==> src/rtl/ltpi_pkg.sv <==
// ----------------------------------------------------------------------------
// ltpi_pkg
//   Shared LTPI types and defaults for the Target PHY management path.
//   - rstate_t        : Target link state, fed back from the link state machine
//   - ltpi_frm_type_t : decoded receive frame type from the deframer
//   - *_DEF constants : default lock / loss / timeout thresholds
//   - st_monitored()  : states in which the frame monitor is active
//   - frm_allowed()   : frame types that are legal in a given state
// ----------------------------------------------------------------------------
package ltpi_pkg;

    typedef enum logic [3:0] {
        ST_INIT                       = 4'd0,
        ST_WAIT_LINK_DETECT_LOCKED    = 4'd1,
        ST_WAIT_LINK_SPEED_LOCKED     = 4'd2,
        ST_LINK_SPEED_CHANGE          = 4'd3,
        ST_WAIT_LINK_ADVERTISE_LOCKED = 4'd4,
        ST_WAIT_IN_ADVERTISE          = 4'd5,
        ST_CONFIGURATION_OR_ACCEPT    = 4'd6,
        ST_OPERATIONAL                = 4'd7,
        ST_LINK_LOST_ERR              = 4'd8
    } rstate_t;

    typedef enum logic [2:0] {
        FRM_DETECT    = 3'd0,
        FRM_SPEED     = 3'd1,
        FRM_ADVERTISE = 3'd2,
        FRM_CONFIGURE = 3'd3,
        FRM_ACCEPT    = 3'd4,
        FRM_DEFAULT   = 3'd5
    } ltpi_frm_type_t;

    localparam int DETECT_LOCK_CNT_DEF  = 7;
    localparam int SPEED_LOCK_CNT_DEF   = 7;
    localparam int ADV_LOCK_CNT_DEF     = 7;
    localparam int CRC_LOSS_CNT_DEF     = 3;
    localparam int TX_DETECT_CNT_DEF    = 255;
    localparam int SPEED_TIMEOUT_DEF    = 6_000_000;
    localparam int ACCEPT_TIMEOUT_60MHZ = 60_000;

    function automatic logic st_monitored(input rstate_t st);
        case (st)
            ST_WAIT_LINK_DETECT_LOCKED,
            ST_WAIT_LINK_SPEED_LOCKED,
            ST_WAIT_LINK_ADVERTISE_LOCKED,
            ST_WAIT_IN_ADVERTISE,
            ST_CONFIGURATION_OR_ACCEPT,
            ST_OPERATIONAL:               st_monitored = 1'b1;
            default:                      st_monitored = 1'b0;
        endcase
    endfunction

    function automatic logic frm_allowed(input rstate_t st, input ltpi_frm_type_t t);
        case (st)
            ST_WAIT_LINK_DETECT_LOCKED,
            ST_WAIT_LINK_SPEED_LOCKED:
                frm_allowed = (t == FRM_DETECT) || (t == FRM_SPEED);
            ST_WAIT_LINK_ADVERTISE_LOCKED,
            ST_WAIT_IN_ADVERTISE:
                frm_allowed = (t == FRM_ADVERTISE) || (t == FRM_CONFIGURE);
            ST_CONFIGURATION_OR_ACCEPT:
                frm_allowed = (t == FRM_CONFIGURE) || (t == FRM_ACCEPT) ||
                              (t == FRM_ADVERTISE);
            ST_OPERATIONAL:
                frm_allowed = (t == FRM_DEFAULT);
            default:
                frm_allowed = 1'b0;
        endcase
    endfunction

endpackage

==> src/rtl/mgmt_phy_frm_lock_cnt.sv <==
// ----------------------------------------------------------------------------
// mgmt_phy_frm_lock_cnt
//   Consecutive-event saturating 8-bit counter with a sticky threshold flag.
//   The flag registers on the same edge the counter reaches THRESH, so it is
//   visible the cycle after the event that completed the run.
// Ports:
//   clk    in   system clock
//   reset  in   synchronous, active-high
//   clear  in   phase change: clears count and flag
//   inc    in   matching event, count up (saturates at 0xFF)
//   zero   in   breaking event, count back to 0 (flag is kept)
//   hit    out  sticky: count has reached THRESH since the last clear
// ----------------------------------------------------------------------------
module mgmt_phy_frm_lock_cnt #(
    parameter int THRESH = 7
) (
    input  logic clk,
    input  logic reset,
    input  logic clear,
    input  logic inc,
    input  logic zero,
    output logic hit
);

    localparam logic [7:0] TH = 8'(THRESH);

    logic [7:0] cnt;
    logic [7:0] cnt_nxt_p0;

    always_comb begin
        cnt_nxt_p0 = cnt;
        if (zero) begin
            cnt_nxt_p0 = 8'd0;
        end else if (inc && (cnt != 8'hFF)) begin
            cnt_nxt_p0 = cnt + 8'd1;
        end
    end

    // stage p0 -> p1: count and threshold flag
    always_ff @(posedge clk) begin
        if (reset || clear) begin
            cnt <= 8'd0;
            hit <= 1'b0;
        end else begin
            cnt <= cnt_nxt_p0;
            if (cnt_nxt_p0 >= TH) begin
                hit <= 1'b1;
            end
        end
    end

endmodule

==> src/rtl/mgmt_phy_target_frm_monitor.sv <==
// ----------------------------------------------------------------------------
// mgmt_phy_target_frm_monitor
//   Receive-side frame monitor for the LTPI Target PHY management path. It
//   turns per-frame decode results (type + CRC status) and TX completion
//   pulses into the lock / receive / loss / error / timeout qualifiers used
//   by the Target link state machine. Behaviour depends on LTPI_link_ST.
//   Any change of LTPI_link_ST clears every counter and sticky output in that
//   cycle, and a frame arriving in that cycle is discarded.
//
// Ports:
//   clk, reset                  clock, synchronous active-high reset
//   LTPI_link_ST                current Target link state (rstate_t)
//   rx_frm_valid                one-cycle pulse per received frame
//   rx_frm_type                 decoded frame type
//   rx_frm_crc_err              CRC failure, qualified by rx_frm_valid
//   tx_frm_done                 TX side completed one frame
//   tx_frm_is_detect            that frame was a detect frame
//   link_detect_locked          sticky: DETECT_LOCK_CNT consecutive detects
//   link_speed_locked           sticky: SPEED_LOCK_CNT consecutive speeds
//   advertise_locked            sticky: ADV_LOCK_CNT consecutive advertises
//   configure_frm_recv          sticky: good configure frame seen
//   accept_frm_recv             sticky: good accept frame seen
//   transmited_255_detect_frm   sticky: TX_DETECT_CNT detect frames sent
//   crc_consec_loss             sticky: CRC_LOSS_CNT consecutive CRC errors
//   unexpected_frame_error      pulse: good frame not allowed in this state
//   link_speed_timeout_detect   sticky: speed-lock wait expired
//   link_accept_timeout_detect  sticky: no accept frame in time
//
// Optional build macro MGMT_PHY_FRM_MON_STATS_EN adds crc_err_total and
// unexpected_total, 16-bit saturating counters cleared only by reset.
// ----------------------------------------------------------------------------
module mgmt_phy_target_frm_monitor
    import ltpi_pkg::*;
#(
    parameter int DETECT_LOCK_CNT    = DETECT_LOCK_CNT_DEF,
    parameter int SPEED_LOCK_CNT     = SPEED_LOCK_CNT_DEF,
    parameter int ADV_LOCK_CNT       = ADV_LOCK_CNT_DEF,
    parameter int CRC_LOSS_CNT       = CRC_LOSS_CNT_DEF,
    parameter int TX_DETECT_CNT      = TX_DETECT_CNT_DEF,
    parameter int SPEED_TIMEOUT_CLK  = SPEED_TIMEOUT_DEF,
    parameter int ACCEPT_TIMEOUT_CLK = ACCEPT_TIMEOUT_60MHZ
) (
    input  logic           clk,
    input  logic           reset,
    input  rstate_t        LTPI_link_ST,
    input  logic           rx_frm_valid,
    input  ltpi_frm_type_t rx_frm_type,
    input  logic           rx_frm_crc_err,
    input  logic           tx_frm_done,
    input  logic           tx_frm_is_detect,
    output logic           link_detect_locked,
    output logic           link_speed_locked,
    output logic           advertise_locked,
    output logic           configure_frm_recv,
    output logic           accept_frm_recv,
    output logic           transmited_255_detect_frm,
    output logic           crc_consec_loss,
    output logic           unexpected_frame_error,
    output logic           link_speed_timeout_detect,
`ifdef MGMT_PHY_FRM_MON_STATS_EN
    output logic [15:0]    crc_err_total,
    output logic [15:0]    unexpected_total,
`endif
    output logic           link_accept_timeout_detect
);

    localparam logic [31:0] SPD_LIM = 32'(SPEED_TIMEOUT_CLK - 1);
    localparam logic [31:0] ACC_LIM = 32'(ACCEPT_TIMEOUT_CLK - 1);

    rstate_t     st_prev;
    logic [31:0] spd_tmr;
    logic [31:0] acc_tmr;

    logic st_chg_p0;
    logic fv_p0;
    logic good_p0;
    logic bad_p0;
    logic allowed_p0;
    logic det_inc_p0;
    logic spd_inc_p0;
    logic adv_inc_p0;
    logic tx_inc_p0;
    logic cfg_ok_p0;
    logic acc_ok_p0;
    logic unexp_p0;
    logic spd_run_p0;
    logic acc_run_p0;

    // Frame qualification: only frames in a monitored state that do not
    // coincide with a phase change are processed at all.
    always_comb begin
        st_chg_p0  = (LTPI_link_ST != st_prev);
        fv_p0      = rx_frm_valid && st_monitored(LTPI_link_ST) && !st_chg_p0;
        good_p0    = fv_p0 && !rx_frm_crc_err;
        bad_p0     = fv_p0 && rx_frm_crc_err;
        allowed_p0 = frm_allowed(LTPI_link_ST, rx_frm_type);

        det_inc_p0 = good_p0 && (rx_frm_type == FRM_DETECT) &&
                     (LTPI_link_ST == ST_WAIT_LINK_DETECT_LOCKED);
        spd_inc_p0 = good_p0 && (rx_frm_type == FRM_SPEED) &&
                     (LTPI_link_ST == ST_WAIT_LINK_SPEED_LOCKED);
        adv_inc_p0 = good_p0 && (rx_frm_type == FRM_ADVERTISE) &&
                     ((LTPI_link_ST == ST_WAIT_LINK_ADVERTISE_LOCKED) ||
                      (LTPI_link_ST == ST_WAIT_IN_ADVERTISE));
        tx_inc_p0  = tx_frm_done && tx_frm_is_detect && !st_chg_p0 &&
                     (LTPI_link_ST == ST_WAIT_LINK_DETECT_LOCKED);

        cfg_ok_p0  = good_p0 && allowed_p0 && (rx_frm_type == FRM_CONFIGURE);
        acc_ok_p0  = good_p0 && allowed_p0 && (rx_frm_type == FRM_ACCEPT);
        unexp_p0   = good_p0 && !allowed_p0;

        spd_run_p0 = !st_chg_p0 && (LTPI_link_ST == ST_WAIT_LINK_SPEED_LOCKED);
        acc_run_p0 = !st_chg_p0 && (LTPI_link_ST == ST_CONFIGURATION_OR_ACCEPT);
    end

    // Each lock run is broken by any other good frame or by a CRC error.
    mgmt_phy_frm_lock_cnt #(.THRESH(DETECT_LOCK_CNT)) u_det_lock (
        .clk   (clk),
        .reset (reset),
        .clear (st_chg_p0),
        .inc   (det_inc_p0),
        .zero  ((good_p0 && !det_inc_p0) || bad_p0),
        .hit   (link_detect_locked)
    );

    mgmt_phy_frm_lock_cnt #(.THRESH(SPEED_LOCK_CNT)) u_spd_lock (
        .clk   (clk),
        .reset (reset),
        .clear (st_chg_p0),
        .inc   (spd_inc_p0),
        .zero  ((good_p0 && !spd_inc_p0) || bad_p0),
        .hit   (link_speed_locked)
    );

    mgmt_phy_frm_lock_cnt #(.THRESH(ADV_LOCK_CNT)) u_adv_lock (
        .clk   (clk),
        .reset (reset),
        .clear (st_chg_p0),
        .inc   (adv_inc_p0),
        .zero  ((good_p0 && !adv_inc_p0) || bad_p0),
        .hit   (advertise_locked)
    );

    // CRC run: counts errored frames, any good frame restarts it.
    mgmt_phy_frm_lock_cnt #(.THRESH(CRC_LOSS_CNT)) u_crc_lock (
        .clk   (clk),
        .reset (reset),
        .clear (st_chg_p0),
        .inc   (bad_p0),
        .zero  (good_p0),
        .hit   (crc_consec_loss)
    );

    // TX detect frames are never "broken"; only a phase change restarts them.
    mgmt_phy_frm_lock_cnt #(.THRESH(TX_DETECT_CNT)) u_tx_cnt (
        .clk   (clk),
        .reset (reset),
        .clear (st_chg_p0),
        .inc   (tx_inc_p0),
        .zero  (1'b0),
        .hit   (transmited_255_detect_frm)
    );

    // stage p0 -> p1: previous state for phase-change detection
    always_ff @(posedge clk) begin
        if (reset) begin
            st_prev <= ST_INIT;
        end else begin
            st_prev <= LTPI_link_ST;
        end
    end

    // stage p0 -> p1: receive flags, unexpected pulse, timeouts
    always_ff @(posedge clk) begin
        if (reset || st_chg_p0) begin
            configure_frm_recv         <= 1'b0;
            accept_frm_recv            <= 1'b0;
            unexpected_frame_error     <= 1'b0;
            spd_tmr                    <= 32'd0;
            acc_tmr                    <= 32'd0;
            link_speed_timeout_detect  <= 1'b0;
            link_accept_timeout_detect <= 1'b0;
        end else begin
            if (cfg_ok_p0) begin
                configure_frm_recv <= 1'b1;
            end
            if (acc_ok_p0) begin
                accept_frm_recv <= 1'b1;
            end
            unexpected_frame_error <= unexp_p0;

            // Timers hold at their limit once the timeout has been flagged.
            if (spd_run_p0) begin
                if (spd_tmr == SPD_LIM) begin
                    link_speed_timeout_detect <= 1'b1;
                end else begin
                    spd_tmr <= spd_tmr + 32'd1;
                end
            end

            if (acc_run_p0) begin
                if (acc_ok_p0) begin
                    acc_tmr <= 32'd0;
                end else if (acc_tmr == ACC_LIM) begin
                    link_accept_timeout_detect <= 1'b1;
                end else begin
                    acc_tmr <= acc_tmr + 32'd1;
                end
            end
        end
    end

`ifdef MGMT_PHY_FRM_MON_STATS_EN
    // stage p0 -> p1: lifetime statistics, survive phase changes
    always_ff @(posedge clk) begin
        if (reset) begin
            crc_err_total    <= 16'd0;
            unexpected_total <= 16'd0;
        end else begin
            if (bad_p0 && (crc_err_total != 16'hFFFF)) begin
                crc_err_total <= crc_err_total + 16'd1;
            end
            if (unexp_p0 && (unexpected_total != 16'hFFFF)) begin
                unexpected_total <= unexpected_total + 16'd1;
            end
        end
    end
`endif

endmodule

==> config.mk <==
export PLATFORM = sky130hd
export DESIGN_NAME = mgmt_phy_target_frm_monitor
export DESIGN_NICKNAME = d
export VERILOG_FILES = /design/src/rtl/ltpi_pkg.sv /design/src/rtl/mgmt_phy_frm_lock_cnt.sv /design/src/rtl/mgmt_phy_target_frm_monitor.sv
export SDC_FILE = /design/constraint.sdc
export NUM_CORES = 1
export LEC_CHECK = 0
export CORE_MARGIN = 8
export CORE_UTILIZATION = 45
export DETAILED_ROUTE_END_ITERATION = 16
export SYNTH_ARGS = -nofsm -noshare
export SYNTH_HDL_FRONTEND = slang
export SYNTH_HIERARCHICAL = 1
export SYNTH_SLANG_ARGS = --single-unit
==> constraint.sdc <==
create_clock -name clk -period 7 [get_ports clk]
set_input_delay 1.4 -clock clk [delete_from_list [all_inputs] [get_ports clk]]
set_output_delay 1.4 -clock clk [all_outputs]
set_load 0.05 [all_outputs]
# Word-level counts from Yosys, hierarchy flattened

Index checks and enable logic that the tools add are counted.

Flip-flop bits (word level): 118
Word-level logic and storage cells: 115
Bits of input ports: 13
Output and inout bits: 10

Reductions and logical operators: 50
Multiplexer cells: 13
Eq/ne operators: 20
Bitwise logic cells: 2
Add/sub/neg operators: 7
Order comparisons: 5

Operators with widths:

| cell                  | count |
|---|---|
| $mux 8                | 9 |
| $add 32x1->32 const B | 2 |
| $mux 32               | 2 |
| $add 8x1->8 const B   | 5 |
| $ne 8x8->1 const B    | 5 |
| $eq 32x16->1 const B  | 1 |
| $eq 32x23->1 const B  | 1 |
| $logic_and 1x1->1     | 27 |
| $ge 8x3->1 const B    | 3 |
| $eq 4x3->1 const B    | 4 |
| $logic_or 1x1->1      | 9 |
| $ge 8x2->1 const B    | 1 |
| $ge 8x8->1 const B    | 1 |
| $eq 3x2->1 const B    | 2 |
| $eq 3x3->1 const B    | 2 |
| $logic_not 1->1       | 6 |
| $reduce_and 2->1      | 3 |
| $reduce_or 6->1       | 1 |
| $eq 4x1->1 const B    | 1 |
| $eq 4x2->1 const B    | 1 |
| $ne 4x4->1            | 1 |
| $pmux 1 s4            | 1 |
| $reduce_or 2->1       | 2 |
| $eq 3x1->1 const B    | 1 |
| 5 further kinds       | 6 |

# Logic depth before layout (Yosys ltp)

Gate-level depths: netlist of run 1.

Depth after elaboration: 13
Gate-level depth with buffers: 12
Gate-level depth less buffers: 10

# Hierarchy

The synthesis of run 1 kept the hierarchy.

Modules (own cells, without submodules):

| module                                  | cells each | sequential area each (um^2) | area an instance (um^2) | instances |
|---|---|---|---|---|
| mgmt_phy_target_frm_monitor             | 507        | 1461.4                      | 3987.6                  | 1 |
| mgmt_phy_frm_lock_cnt at u_adv_lock ... | 65         | 180.2                       | 515.5                   | 3 |
| mgmt_phy_frm_lock_cnt at u_crc_lock     | 61         | 180.2                       | 525.5                   | 1 |
| mgmt_phy_frm_lock_cnt at u_tx_cnt       | 62         | 180.2                       | 503.0                   | 1 |

# Least setup slack after synthesis of run 1

Ideal clock, no wire load.

Path type: input port to flip-flop
From: in LTPI_link_ST[2]
To: reg u_det_lock.hit
Path slack: 3027 ps
Path buffers: 2
Data arrival time: 3890 ps
Setup time: 82 ps
Stages on the path: 12
Data required time: 6918 ps
Cell sequence: xnor2_1 and4_1 clkinv_1 or3_1 clkbuf_1 nor3_1 buf_2 and3_1 nand2b_1 or3_1 a41o_1 a211oi_2

Elaborated cells between the ends (all ways): 24
Classes of those cells: order compare: 1; eq/ne: 7; mux: 3; reduce/logical: 13

RTL lines:

| item                                | line                               | text |
|---|---|---|
| from (decl)                         | mgmt_phy_target_frm_monitor.sv:45  | `input rstate_t LTPI_link_ST,` |
| $ne 4x4->1 (*)                      | mgmt_phy_target_frm_monitor.sv:92  | `st_chg_p0 = (LTPI_link_ST != st_prev);` |
| via st_chg_p0                       | mgmt_phy_target_frm_monitor.sv:74  | `logic st_chg_p0;` |
| $logic_not 1->1 (*)                 | mgmt_phy_target_frm_monitor.sv:93  | `fv_p0 = rx_frm_valid && st_monitored(LTPI_link_ST) && !st_chg_p0;` |
| $logic_and 1x1->1 (*)               | mgmt_phy_target_frm_monitor.sv:93  |  |
| $logic_and 1x1->1 (*)               | mgmt_phy_target_frm_monitor.sv:94  | `good_p0 = fv_p0 && !rx_frm_crc_err;` |
| $logic_and 1x1->1 (*) (2 in series) | mgmt_phy_target_frm_monitor.sv:98  | `det_inc_p0 = good_p0 && (rx_frm_type == FRM_DETECT) &&` |
| via det_inc_p0                      | mgmt_phy_target_frm_monitor.sv:79  | `logic det_inc_p0;` |
| $logic_not 1->1                     | mgmt_phy_target_frm_monitor.sv:122 | `.zero ((good_p0 && !det_inc_p0) \|\| bad_p0),` |
| $logic_and 1x1->1                   | mgmt_phy_target_frm_monitor.sv:122 |  |
| $logic_or 1x1->1                    | mgmt_phy_target_frm_monitor.sv:122 |  |
| $mux 8 (*)                          | mgmt_phy_frm_lock_cnt.sv:32        | `if (zero) begin` |
| $ge 8x3->1 (*)                      | mgmt_phy_frm_lock_cnt.sv:46        | `if (cnt_nxt_p0 >= TH) begin` |
| to (signal assigned)                | mgmt_phy_frm_lock_cnt.sv:43        | `hit <= 1'b0;` |
| to (signal assigned)                | mgmt_phy_frm_lock_cnt.sv:47        | `hit <= 1'b1;` |
| to (decl)                           | mgmt_phy_frm_lock_cnt.sv:22        | `output logic hit` |

Mark *: on every way through the listed nets, which the timed path passes. The rest lies on a longest branch.
A chain may end at the register's enable or synchronous reset.

# Final worst setup path of run 1

Ends and elaborated chain as after synthesis.

==> results of run 1 <==
## logic make-up (layout without fill, tap and decap cells)
| kind of cell | after synthesis | in the layout | synth area share, % |
|---|---|---|---|
| multiplexers | 7 | 7 | 1.07 |
| flip-flops | 118 | 118 | 36.0 |
| XOR/XNOR | 47 | 47 | 6.27 |
| other | 1 | 6 | 0.0571 |
| buffers and inverters | 65 | 84 | 4.61 |
| AO/OA/AOI/OAI | 153 | 153 | 16.0 |
| AND/OR/NAND/NOR | 427 | 427 | 34.6 |
| adder cells (fa/ha/maj) | 7 | 7 | 1.33 |
## stage by stage
| stage | total power, mW | worst slack [ns] | cell area, um^2 |
|---|---|---|---|
| after floorplan | 0.716 | 3.03 | 6580 |
| after global placement | 0.733 | 1.66 | 6870 |
| after detailed placement | 0.733 | 1.57 | 6870 |
| after CTS | 1.63 | 2.00 | 7470 |
| after global routing | 1.67 | 1.66 | 7470 |
| final | 1.61 | 1.96 | 7470 |
## synthesized netlist by cell type (all sizes together) (4+ instances only)
cell / number
a211oi: 10
a21oi: 25
a31oi: 15
a41oi: 6
and2: 6
and3: 22
and4: 14
buf: 25
clkbuf: 17
dfxtp: 118
ha: 7
inv: 22
mux2i: 7
nand2: 61
nand2b: 12
nand3: 56
nand4: 34
nor2: 100
nor2b: 6
nor3: 49
nor3b: 6
nor4: 25
o211ai: 15
o21ai: 38
o221a: 4
o31ai: 15
or3: 15
or4: 6
xnor2: 40
xor2: 7
## critical path, cell delays in order
cell and delay (ns):
clkdlybuf4s50_1 0.73, xnor2_1 0.17, and4_1 0.50, clkinv_1 0.16, or3_1 0.46, nor3_1 0.77, and3_1 0.30, a41oi_1 0.15
o221a_1 0.31, a41o_1 0.22, a211oi_2 0.20
## layout make-up
cell class / instances / area [um^2]
clock buffer: 20 / 447
clock inverter: 12 / 151
fill: 1378 / 6900
inverter: 23 / 86.3
multi-input combinational: 647 / 3920
sequential: 118 / 2360
tap: 184 / 230
timing repair buffer: 29 / 273
## power by group through the flow
| stage | Combinational (mW) | Sequential, mW | Clock, mW |
|---|---|---|---|
| floorplan | 0.0278 | 0.688 | 0 |
| global placement | 0.0447 | 0.688 | 0 |
| detailed placement | 0.0453 | 0.688 | 0 |
| CTS | 0.0456 | 0.674 | 0.908 |
| global route | 0.0504 | 0.673 | 0.942 |
| finish | 0.0458 | 0.674 | 0.890 |
## worst max-delay path by stage
stage | endpoint
floorplan | u_det_lock/hit
global placement | u_det_lock/hit
detailed placement | u_det_lock/hit
CTS | u_det_lock/hit
global route | u_det_lock/hit
finish | u_det_lock/hit
## flip-flops by register name, summed over array words and instances (netlist names)
name	flops
acc_tmr	32
accept_frm_recv	1
configure_frm_recv	1
link_accept_timeout_detect	1
link_speed_timeout_detect	1
spd_tmr	32
st_prev	4
u_adv_lock/cnt	8
u_adv_lock/hit	1
u_crc_lock/cnt	8
u_crc_lock/hit	1
u_det_lock/cnt	8
u_det_lock/hit	1
u_spd_lock/cnt	8
u_spd_lock/hit	1
u_tx_cnt/cnt	8
u_tx_cnt/hit	1
unexpected_frame_error	1
## per-layer routing
layer	global-route usage, %	share of wire (%)	vias to the layer above
li1	-	-	3079
met1	23.5	48	2954
met2	28.8	46	128
met3	4.59	3.9	18
met4	5.80	1.4	0
met5	0	0	-
==> key figures, run 1 <==
Placed design
  – Buffers on Ports: 22
  – Hpwl dp: 11300 um
  – DP Cell Count: 1001
  – RD Place Congestion: 0.867

STA
  – Final setup vio count: 0
  – FMAX: 199 MHz
  – Sum Neg Setup Slack: 0 ns
  – Fin crit period: 5.04 ns
  – Final period util: 72.0%
  – Hold_ws: 0.467 ns
  – Fin. max-slew vios: 0
  – Clock skew: 0.00959 ns
  – Max-slew headroom: 39.2%
  – Final hold vios: 0
  – RSZ-0062 raised after global routing: false
  – Slew @ Worst Pin: 0.905 ns

Worst setup path
  – Critical Path RT: 7.33 ns
  – Worst-case reg-to-reg path depth: 10
  – Crit path DAT: 5.37 ns
  – CP Max Fanout: 11
  – CP Class: primary input to flop
  – R2R Path Start: st_prev[0]
  – RR Endpoint: u_det_lock/hit
  – R2r setup slk: 3.41 ns
  – Crit path from: LTPI_link_ST[2]
  – Setup crit end kind: flop
  – Setup crit start kind: primary input

Cells and area
  – Non-filler instance count after layout: 1033
  – Area grow syn2layout: 13.8%
  – Commonest non-fill, non-tap cell in the layout: dfxtp_1
  – Most frequent cells in the layout: dfxtp_1 (118), nor2_1 (100), nand2_1 (60), nand3_1 (54), nor3_1 (48)
  – Antenna cells: 0
  – Fin util: 52.0%
  – Nets: 856
  – Layout cells sized above 1: 7.07%

Detailed routing
  – Routed WL per cell: 16.0 um
  – Remaining DRCs: 0
  – Initial DRT Pass Iterations: 5
  – Mean number of vias per cell: 5.98
  – Post-route ant nets: 0
  – Vias: 6179
  – Final WL: 16500 um
  – 1st-iter DRT viols: 365

GRT
  – First-pass GRT wire length: 27700 um
  – Initial antenna violation count: 0
  – Vias in the first global route: 5728
  – Total track usage: 18.1%
  – Total grt overflow: 0
  – Largest net degree at the start of global routing: 41

Die
  – Die Y: 137 um
  – Core footprint: 14400 um^2
  – Die Span X: 137 um
  – Core Rows: 44
  – Initial Util: 45.7%
  – # IOs: 23
  – Total die area: 18700 um^2

Synth
  – Distinct cells, synth: 72
  – Seq/Total Area, Yosys: 36.0%
  – Post-synth EDFFs: 0
  – Post-synth ARST share: 0%
  – Mapped Cells: 825
  – Synth Warn #: 6
  – Post-Syn Area: 6560 um^2
  – Top-area cell type share of the netlist area: 36.0%
  – Synth area leaders: dfxtp_1 (36%), nor2_1 (5.7%), xnor2_1 (5.3%)
  – #FFs+latches synth: 118
  – Syn avg cell area: 7.95 um^2
  – Synth Flop Type: dfxtp_1
  – Cell taking the most area after synthesis: dfxtp_1

Clock tree
  – Clock Sinks: 118
  – Post-CTS setup repair buffer count: 0
  – Worst skew pair latency: 0.41 ns
  – TritonCTS clock tree: done
  – H-Tree Depth: 4
  – Clk slew on worst S/H paths: 0.05 ns
  – Hold buffers post-CTS: 0
  – # resized after CTS: 0
  – Total CTS buffers: 17
  – Clk buf depth: 2
  – CTS Root Cell: clkbuf_16

Worst hold path
  – Worst hold path startpoint: configure_frm_recv
  – Hold path depth: 2
  – WHS Endpoint: configure_frm_recv
  – Hold WC Path Type: flop to flop

Pwr
  – Max IR drop VDD: 0.186 mV
  – Leak Pwr: 2.25 nW
  – Pint: 1.26 mW
  – Seq pwr share: 41.9%
  – Clock power frac: 55.3%
  – NetSw: 0.351 mW
  – Comb pwr share: 2.8%
  – Pwr Density: 216 nW/um^2
  – Switching share of power: 21.8%

Run
  – Max-cap violations: 0

Status
  – Status: finished, final reports clean
Power figures use the tool's default switching activity.
==> inputs of run 2 (changes only) <==
==> constraint.sdc (replaced) <==
create_clock -name clk -period 4.83 [get_ports clk]
set_input_delay 0.966 -clock clk [delete_from_list [all_inputs] [get_ports clk]]
set_output_delay 0.966 -clock clk [all_outputs]
set_load 0.05 [all_outputs]
==> run 2 against run 1 <==
Die area is the same. Final area rose by 0.65%. Sequential cell count unchanged. Register-to-register slack worse by 1.7 ns. Hold slack gained 0.011 ns. Combinational power grew 50%. Global-route usage fell by 0.34 points. Critical path depth is 1 higher. Via count fell by 0.19%. Sequential share of layout area is 0.21 points lower. Clock power rose by 45%.
==> key figures, run 2 (synthesis results as in run 1) <==
Status
  – Status: finished, final reports clean

STA
  – Final period util: 84.6%
  – RSZ-0062 raised after global routing: false
  – Clock skew: 0.00758 ns
  – Fin crit period: 4.09 ns
  – FMAX: 245 MHz
  – Final hold vios: 0
  – Max-slew headroom: 16.0%
  – Final setup vio count: 0
  – Fin. max-slew vios: 0
  – Slew @ Worst Pin: 1.25 ns
  – Sum Neg Setup Slack: 0 ns

Detailed routing
  – Routed WL per cell: 15.6 um
  – Post-route ant nets: 0
  – Mean number of vias per cell: 5.94
  – Remaining DRCs: 0
  – Final WL: 16200 um
  – 1st-iter DRT viols: 456
  – Initial DRT Pass Iterations: 5
  – Vias: 6167

Cells and area
  – Area grow syn2layout: 14.5%
  – Layout cells sized above 1: 7.60%
  – Commonest non-fill, non-tap cell in the layout: dfxtp_1
  – Antenna cells: 0
  – Most frequent cells in the layout: dfxtp_1 (118), nor2_1 (100), nand2_1 (60), nand3_1 (54), nor3_1 (48)
  – Nets: 862
  – Largest regs: acc_tmr x32, spd_tmr x32
  – Final instance area: 7510 um^2

Die
  – # IOs: 23
  – Core Rows: 44
  – Total die area: 18700 um^2
  – Die Y: 137 um
  – Initial Util: 45.7%
  – Core footprint: 14400 um^2
  – Die Span X: 137 um

Clock tree
  – # resized after CTS: 0
  – Clk slew on worst S/H paths: 0.05 ns
  – Total CTS buffers: 17
  – Hold buffers post-CTS: 0
  – CTS Root Cell: clkbuf_16
  – H-Tree Depth: 4
  – Post-CTS setup repair buffer count: 0
  – Worst skew pair latency: 0.41 ns
  – TritonCTS clock tree: done
  – Clk buf depth: 2
  – Clock Sinks: 118

GRT
  – Vias in the first global route: 5731
  – Total grt overflow: 0
  – Initial antenna violation count: 0
  – First-pass GRT wire length: 27300 um
  – Total track usage: 17.7%
  – Largest net degree at the start of global routing: 41

Worst setup path
  – Setup crit end kind: flop
  – Max stage delay cell, worst path: clkdlybuf4s50_1
  – Crit path DAT: 4.41 ns
  – Critical Path RT: 5.16 ns
  – Crit-path max cell delay: 0.70 ns
  – Worst-path cell chain: clkdlybuf4s50_1 -> xnor2_1 -> and4_1 -> buf_4 -> clkinv_1 -> or3_1 -> nor2_1 -> and3_1 -> a41oi_1 -> o221a_1 -> a41o_1 -> a211oi_2
  – Top Family by Delay on Critical Path: simple AND/OR/NAND/NOR gates
  – CP Class: primary input to flop
  – CP Max Fanout: 11
  – Buffer and inverter count on the worst path: 3
  – Setup crit start kind: primary input

Pwr
  – Pwr Density: 311 nW/um^2
  – Max IR drop VDD: 0.234 mV
  – Switching share of power: 20.7%
  – Comb pwr share: 2.9%
  – Seq pwr share: 41.8%
  – Pint: 1.85 mW
  – NetSw: 0.484 mW
  – Clock power frac: 55.2%
  – Leak Pwr: 2.29 nW

Placed design
  – Buffers on Ports: 22
  – DP Area: 6910 um^2
  – Hpwl dp: 11300 um
  – RD Place Congestion: 0.906

Run
  – Max-cap violations: 0

Worst hold path
  – Hold WC Path Type: flop to flop
## run 2: cell count changes in the layout (fill, tap and decap cells not counted), sizes merged
cell      previous run  this run
clkbuf              20        23
clkinv               6         7
buf                  7        13
inv                 24        22
clkinvlp             2         0
## run 2: per-layer routing
| metal | share of wire, % | GRT usage, % |
|---|---|---|
| met5 | 0 | 0 |
| met4 | 1.4 | 7.81 |
| met3 | 4.1 | 3.34 |
| met2 | 45 | 28.2 |
| met1 | 49 | 23.0 |
## run 2: power by group through the flow
stage / Sequential, mW / Combinational (mW) / Clock (mW)
2_1_floorplan: 0.997 / 0.0402 / 0
3_3_place_gp: 0.998 / 0.0671 / 0
3_5_place_dp: 0.997 / 0.0679 / 0
4_1_cts: 0.976 / 0.0682 / 1.31
5_1_grt: 0.976 / 0.0753 / 1.36
6_report: 0.977 / 0.0685 / 1.29
## run 2: final timing paths
path                           start                 end  slack (ns)  depth (start not counted)
setup / recovery     LTPI_link_ST[2]      u_spd_lock/hit        0.74                         12
hold / removal    configure_frm_recv  configure_frm_recv        0.48                          2
setup reg to reg         spd_tmr[23]         spd_tmr[27]        1.72                          5
hold reg to reg   configure_frm_recv  configure_frm_recv        0.48                          2
## run 2: per-stage QoR
step                hold slack (ns)  std cells  utilization, %  total power, mW  setup slack [ns]
floorplan                     0.448        830               -             1.04              1.29
global placement              0.456       1007            48.1             1.06             0.469
detailed placement            0.462       1007            48.1             1.07             0.398
CTS                           0.482       1039            52.3             2.36             0.817
global route                  0.505       1039            52.3             2.41             0.561
finish                        0.478       1039            52.3             2.33             0.745
## run 2: worst min-delay path, stage by stage, from the launching register on
cell and delay (ns):
dfxtp_1 0.33, nor2_1 0.05, nor2_1 0.07
## run 2: layout make-up
class | count | area (um^2)
clock buffers | 23 | 478
clock inverters | 9 | 124
fillers | 1365 | 6850
inverters | 23 | 86.3
multi-input cells | 647 | 3920
flip-flops and latches | 118 | 2360
well taps | 184 | 230
repair buffers | 35 | 318
